**config.mk**
```make
export PLATFORM = sky130hd
export DESIGN_NAME = prince_host_if
export DESIGN_NICKNAME = d
export VERILOG_FILES = /design/src/rtl/prince_host_if.sv
export SDC_FILE = /design/constraint.sdc
export NUM_CORES = 1
export LEC_CHECK = 0
export ABC_AREA = 0
export CORE_AREA = 2 2 226 228
export DETAILED_ROUTE_END_ITERATION = 10
export DIE_AREA = 0 0 228 230
export PLACE_DENSITY = 0.52
export SLEW_MARGIN = 20
export SYNTH_ARGS = -nofsm -noshare
export SYNTH_HDL_FRONTEND = slang
export SYNTH_SLANG_ARGS = --single-unit
```
**constraint.sdc**
```tcl
create_clock -name clk -period 2.1 [get_ports clk]
set_input_delay 0.42 -clock clk [delete_from_list [all_inputs] [get_ports clk]]
set_output_delay 0.42 -clock clk [all_outputs]
set_load 0.02 [all_outputs]
```
**src/rtl/prince_host_if.sv**
```systemverilog
// Host-side sequencer for the round-based PRINCE core: accepts a request, derives
// the direction-specific key set, launches the core and returns its result.
module prince_host_if #(
    parameter logic [63:0] ALPHA          = 64'hC0AC29B7C97C50DD,
    parameter int unsigned TIMEOUT_CYCLES = 31,
    parameter int unsigned CNT_W          = 5
) (
    input  logic         clk,
    input  logic         reset,
    input  logic         in_valid,
    output logic         in_ready,
    input  logic         in_mode,
    input  logic [63:0]  in_data,
    input  logic [127:0] in_key,
    output logic         core_go,
    output logic [63:0]  core_data,
    output logic [63:0]  core_k0,
    output logic [63:0]  core_k0p,
    output logic [63:0]  core_k1,
    input  logic         core_done,
    input  logic [63:0]  core_result,
    output logic         out_valid,
    input  logic         out_ready,
    output logic [63:0]  out_data,
    output logic         out_mode,
    output logic         timeout_err,
    output logic         busy
);

    typedef enum logic [1:0] {
        S_IDLE,
        S_GO,
        S_WAIT,
        S_HOLD
    } state_t;

    state_t           r_state;
    logic [CNT_W-1:0] r_wdog;
    logic             r_mode;
    logic             r_in_ready;
    logic             r_core_go;
    logic             r_out_valid;
    logic             r_out_mode;
    logic             r_timeout_err;
    logic             r_busy;
    logic [63:0]      r_core_data;
    logic [63:0]      r_core_k0;
    logic [63:0]      r_core_k0p;
    logic [63:0]      r_core_k1;
    logic [63:0]      r_out_data;

    logic [63:0]      w_k0;
    logic [63:0]      w_k1;
    logic [63:0]      w_k0p;
    logic [CNT_W-1:0] w_wdog_inc;
    logic             w_expire;
    logic             w_accept;

    always_comb begin
        w_k0       = in_key[127:64];
        w_k1       = in_key[63:0];
        w_k0p      = {w_k0[0], w_k0[63:1]} ^ {63'b0, w_k0[63]};
        // Expiry is judged on the post-increment count so the abort pulse lands
        // TIMEOUT_CYCLES+1 cycles after core_go.
        w_wdog_inc = r_wdog + CNT_W'(1);
        w_expire   = (w_wdog_inc == CNT_W'(TIMEOUT_CYCLES));
        w_accept   = in_valid && r_in_ready;
    end

    always_ff @(posedge clk) begin
        if (!reset) begin
            r_state       <= S_IDLE;
            r_wdog        <= '0;
            r_mode        <= 1'b0;
            r_in_ready    <= 1'b0;
            r_core_go     <= 1'b0;
            r_out_valid   <= 1'b0;
            r_out_mode    <= 1'b0;
            r_timeout_err <= 1'b0;
            r_busy        <= 1'b0;
            r_core_data   <= '0;
            r_core_k0     <= '0;
            r_core_k0p    <= '0;
            r_core_k1     <= '0;
            r_out_data    <= '0;
        end else begin
            r_core_go     <= 1'b0;
            r_timeout_err <= 1'b0;
            case (r_state)
                S_IDLE: begin
                    r_in_ready <= 1'b1;
                    r_busy     <= 1'b0;
                    if (w_accept) begin
                        r_core_data <= in_data;
                        r_mode      <= in_mode;
                        r_core_k0   <= in_mode ? w_k0p : w_k0;
                        r_core_k0p  <= in_mode ? w_k0 : w_k0p;
                        r_core_k1   <= in_mode ? (w_k1 ^ ALPHA) : w_k1;
                        r_in_ready  <= 1'b0;
                        r_busy      <= 1'b1;
                        r_core_go   <= 1'b1;
                        r_state     <= S_GO;
                    end
                end
                S_GO: begin
                    r_wdog  <= '0;
                    r_state <= S_WAIT;
                end
                S_WAIT: begin
                    if (core_done) begin
                        r_out_data  <= core_result;
                        r_out_mode  <= r_mode;
                        r_out_valid <= 1'b1;
                        r_state     <= S_HOLD;
                    end else if (w_expire) begin
                        r_timeout_err <= 1'b1;
                        r_in_ready    <= 1'b1;
                        r_busy        <= 1'b0;
                        r_wdog        <= '0;
                        r_state       <= S_IDLE;
                    end else begin
                        r_wdog <= w_wdog_inc;
                    end
                end
                S_HOLD: begin
                    if (out_ready) begin
                        r_out_valid <= 1'b0;
                        r_in_ready  <= 1'b1;
                        r_busy      <= 1'b0;
                        r_state     <= S_IDLE;
                    end
                end
                default: r_state <= S_IDLE;
            endcase
        end
    end

    assign in_ready    = r_in_ready;
    assign core_go     = r_core_go;
    assign core_data   = r_core_data;
    assign core_k0     = r_core_k0;
    assign core_k0p    = r_core_k0p;
    assign core_k1     = r_core_k1;
    assign out_valid   = r_out_valid;
    assign out_data    = r_out_data;
    assign out_mode    = r_out_mode;
    assign timeout_err = r_timeout_err;
    assign busy        = r_busy;

endmodule

```
# Yosys cells after proc, flatten, opt, wreduce, memory -nomap -nowiden
# Cells that the tools add are included.
# W data, S select, Z words.
[word_totals]
elab_cells = 66
reg_bits = 334
output_inout_bits = 326
[op_classes]
bitwise_logic = 4
n_mux = 24
n_eq_ne = 10
n_reduce_logical = 13
addsub = 1
[op_table]
columns = ["operator", "n"]
rows = [
  ["$mux W64", 3],
  ["$xor A64 B1 Y64", 1],
  ["$not A32 Y32", 1],
  ["$mux W1", 10],
  ["$mux W5", 2],
  ["$ne A2 B2 Y1 const B", 5],
  ["$pmux W5 S2", 1],
  ["$mux W2", 4],
  ["$pmux W2 S4", 1],
  ["$reduce_and A2 Y1", 4],
  ["$pmux W1 S3", 2],
  ["$reduce_and A3 Y1", 2],
  ["$add A5 B1 Y5 const B", 1],
  ["$eq A5 B5 Y1 const B", 1],
  ["$eq A2 B2 Y1 const B", 2],
  ["$reduce_and A4 Y1", 1],
  ["$reduce_bool A2 Y1", 2],
  ["$ne A3 B3 Y1 const B", 1],
  ["$reduce_bool A3 Y1", 1],
  ["$reduce_or A3 Y1", 1],
  ["$eq A2 B1 Y1 const B", 1],
  ["$logic_not A2 Y1", 1],
  ["$not A1 Y1", 2],
  ["$pmux W1 S2", 1],
  ["$logic_and A1 B1 Y1", 1],
]

# Longest topological paths before layout
[depth]
word_depth = 5
depth_mapped = 8
mapped_depth_nobuf = 6

# Worst setup path after synthesis
# No wires, ideal clock.
[synth_path]
path_type = "reg2reg"
start = "register r_wdog[1]"
end = "register r_state[1]"
path_stages_with_launch = 6
path_buffers = 0
setup_time_ns = 0.117
t_required_ns = 1.983
path_slack_ns = 0.319
arrival_ns = 1.664
path_cell_list = "dfxtp_1 > ha_1 > nand2_2 > or3_4 > a311o_1 > a32o_2"
[synth_via]
elab_chain_cells = 4
[synth_lines]
columns = ["item", "line", "source"]
rows = [
  ["from (decl)", "38", "logic [CNT_W-1:0] r_wdog;"],
  ["from (signal assigned)", "122", "r_wdog <= w_wdog_inc;"],
  ["$add A5 B1 Y5", "65", "w_wdog_inc = r_wdog + CNT_W'(1);"],
  ["$eq A5 B5 Y1", "66", "w_expire = (w_wdog_inc == CNT_W'(TIMEOUT_CYCLES));"],
  ["$ne A3 B3 Y1 (no line)", "n/a", ""],
  ["$reduce_and A3 Y1 (no line)", "n/a", ""],
  ["to (signal assigned)", "72", "r_state <= S_IDLE;"],
  ["to (signal assigned)", "102", "r_state <= S_GO;"],
  ["to (signal assigned)", "107", "r_state <= S_WAIT;"],
  ["to (decl)", "37", "state_t r_state;"],
]
# Every way passes these cells.
# A chain may end at the register's enable or synchronous reset.

# Worst setup path after layout
[layout_path]
start = "register r_core_data[58] (netlist: core_data[58])"
end = "output core_data[58]"
[layout_lines]
columns = ["item", "line", "source"]
rows = [
  ["from (decl)", "46", "logic [63:0] r_core_data;"],
  ["from (signal assigned)", "94", "r_core_data <= in_data;"],
  ["to (decl)", "16", "output logic [63:0] core_data,"],
]
# No word-level cell between the ends.

==> run summary <==
largest net degree at the start of global routing = 78
total number of vias = 12900
Multi-input gate area = 5690 µm²
Post-Syn Area = 12900 µm²
Slew Limit Fails = 0
Slew @ Worst Pin = 0.438 ns
TritonCTS clock tree = yes
Setup violations, final = 0
die area = 52400 µm²
Slowest-stage cell, CP = clkdlybuf4s50_1
sw frac = 34.3%
PD cells = 1130 nW/µm²
Reg power frac = 34.4%
depth of the CTS H-tree = 2
vias per std cell = 4.55
synthesized-area fraction occupied by adder cells = 0.679%
Critical Path Source Type = flop
post-route ant nets = 0
relative slew slack = 70.8%
Worst EP required = 1.68 ns
post-synthesis net count = 1848
DRC viols = 0
Die X = 228 µm
Post-Place Cells = 2756
final hold viol count = 0
fraction of registers with async set/reset = 0%
top cell type's share of synthesized area = 51.8%
clk_skew = 0.0102 ns
Synth Area in Compound Gates = 17.0%
post-DP HPWL = 38500 µm
Lkg Pwr = 7.05 nW
Post-Synth Simple-Gate Area = 23.8%
# hold bufs at CTS = 0
Post-Route WL = 51500 µm
Synth Flop Type = dfxtp_1
post-synthesis mux area share = 0.155%
Syn Area/Cell = 8.17 µm²
GRT Total Usage = 18.8%
area after detailed placement = 19800 µm²
nets@finish = 2395
Synth Instances = 1579
Fillers = 5039
Crit Path Max Fanout = 2
deepest clock path buffer count = 3
total negative slack = 0 ns
Setup Buffers After CTS = 0
Setup CP Type = flop to output pin
switching pwr = 0.00823 W
crit-path max cell delay = 0.72 ns
EDFF count, synth = 0
Fmax achieved = 0.492 GHz
top post-synthesis cells by count = nand2_1 (337), dfxtp_1 (334), a21oi_1 (171)
clk sinks = 334
internal power = 0.0157 W
Clock Power Share = 29.1%
post-cts resize count = 1
CTS Buf Count = 40
crit end category = output pin
Worst Path Arrival = 1.61 ns
worst path cell trace = clkdlybuf4s50_1
Reg area = 6690 µm²
Std-Cell Rows = 82
Initial Utilization = 25.9%
RSZ-0062 raised after global routing = no
Yosys Warn Count = 0
first-pass GRT wire length = 76800 µm
core area = 49900 µm²
leading area contributor after synthesis = dfxtp_1
PortBufs = 587
gr ovfl total = 0
non-filler cells, final = 2833
combinational share of power = 36.5%
layout cell share with drive strength beyond 1 = 5.89%
Synth Register Bits = 334
I/O Pins = 588
clock latency on the worst-skew pair = 0.55 ns
Netlist cell types = 44
status = complete, no violations
max_cap viols = 0
IR drop worst, VDD = 0.000501 V
initial antenna violation count = 5
die height = 230 µm
largest family of logic cells by synthesized area = simple AND/OR/NAND/NOR gates
Root Buffer = clkbuf_16
initial DRC count = 558
top-count cell post-synth = nand2_1
Post-Synth XOR/XNOR Area = 2.31%
area growth from synthesis to layout = 63.9%
first drt pass iteration count = 4
Worst-path clk slew = 0.06 ns
kind of cell adding the most delay to the critical path = buffers and inverters
final worst path period need = 2.03 ns
Wirelength per Cell = 18.2 µm
ranking of synthesized cells by area = dfxtp_1 (52%), nand2_1 (9.8%), a211oi_1 (9.3%), a21oi_1 (6.6%), nor2_1 (4.8%)
Hold Crit Class = primary input to flop
via count of the first global-routing pass = 12500
sequential share of the synthesized area = 51.8%
period utilization = 96.7%
post-route cell area = 21100 µm²
buffer and inverter count on the worst path = 1
Final Wtd Congestion = 0.892
==> metrics by stage <==
stage	hold slack, ns	utilization, %	setup slack, ns	total power, W
6_report	0.411	42.4	0.0692	0.0240
5_1_grt	0.398	42.4	0.00596	0.0253
4_1_cts	0.376	42.4	0.0181	0.0243
3_5_place_dp	0.446	39.7	0.0527	0.0172
3_3_place_gp	0.441	39.7	0.0604	0.0171
2_1_floorplan	0.432	-	0.319	0.0127
==> cells by family (layout without fill, tap and decap cells) <==
logic type,count (synthesis),count (layout)
simple gates,714,714
compound gates,348,348
flops,334,334
buf+inv,140,717
xor+xnor,34,34
fa+ha+maj,7,7
mux,2,2
other cells,0,5
==> area by class of cell <==
cell class | count | area share, %
inverters | 6 | 0.142
multi-input cells | 1105 | 26.9
clock buffers | 61 | 5.68
diodes | 5 | 0.0592
repair buffers | 639 | 31.0
clock inverters | 11 | 0.580
well taps | 672 | 3.98
flip-flops and latches | 334 | 31.6
==> cells in the final DEF (no fill, tap or decap), types with 3 or more instances in the layout <==
| cell | netlist | layout |
|---|---|---|
| clkinv_2 | 0 | 3 |
| nor3_1 | 124 | 124 |
| nor2_1 | 166 | 166 |
| buf_4 | 0 | 28 |
| ha_1 | 7 | 7 |
| nor2b_1 | 64 | 64 |
| nand2_1 | 337 | 336 |
| xnor2_1 | 34 | 34 |
| diode_2 | 0 | 5 |
| nand3_1 | 6 | 5 |
| buf_12 | 0 | 24 |
| clkdlybuf4s50_1 | 0 | 585 |
| clkbuf_1 | 108 | 10 |
| clkinvlp_4 | 0 | 4 |
| clkbuf_8 | 0 | 10 |
| dfxtp_1 | 334 | 334 |
| nor4_1 | 3 | 3 |
| a21oi_1 | 171 | 171 |
| inv_1 | 5 | 5 |
| clkbuf_16 | 0 | 41 |
| a211oi_1 | 159 | 159 |
==> per-layer routing <==
layer  global-route usage, %  vias up  wire (µm)
met5                       0        -          0
met4                    7.68        0       1620
met3                    6.05       75       3910
met2                    32.1      389      25000
met1                    21.6     5942      20900
li1                        -     6490          -
==> power groups by stage <==
stage / logic [W] / clock network (W) / registers (W)
floorplan: 0.00301 / 0 / 0.00973
global placement: 0.00879 / 0 / 0.00834
detailed placement: 0.00884 / 0 / 0.00838
CTS: 0.00887 / 0.00720 / 0.00826
global route: 0.00946 / 0.00744 / 0.00840
finish: 0.00875 / 0.00696 / 0.00825
==> worst paths after layout <==
check,endpoint,from,depth (start not counted),slack [ns]
worst max-delay path,core_data[58],core_data[58],1,0.07
worst min register to register,core_data[21],core_data[21],2,0.45
worst max register to register,r_state[1],r_wdog[0],5,0.12
worst min-delay path,out_data[34],core_result[34],3,0.41
==> registers in the layout (all words and copies together) (netlist names) <==
register     flops
core_data       64
core_go          1
r_wdog           5
out_data        64
out_mode         1
core_k1         64
r_state          2
timeout_err      1
busy             1
core_k0p        64
r_mode           1
core_k0         64
in_ready         1
out_valid        1
No activity file was read; power rests on OpenSTA's default activity.
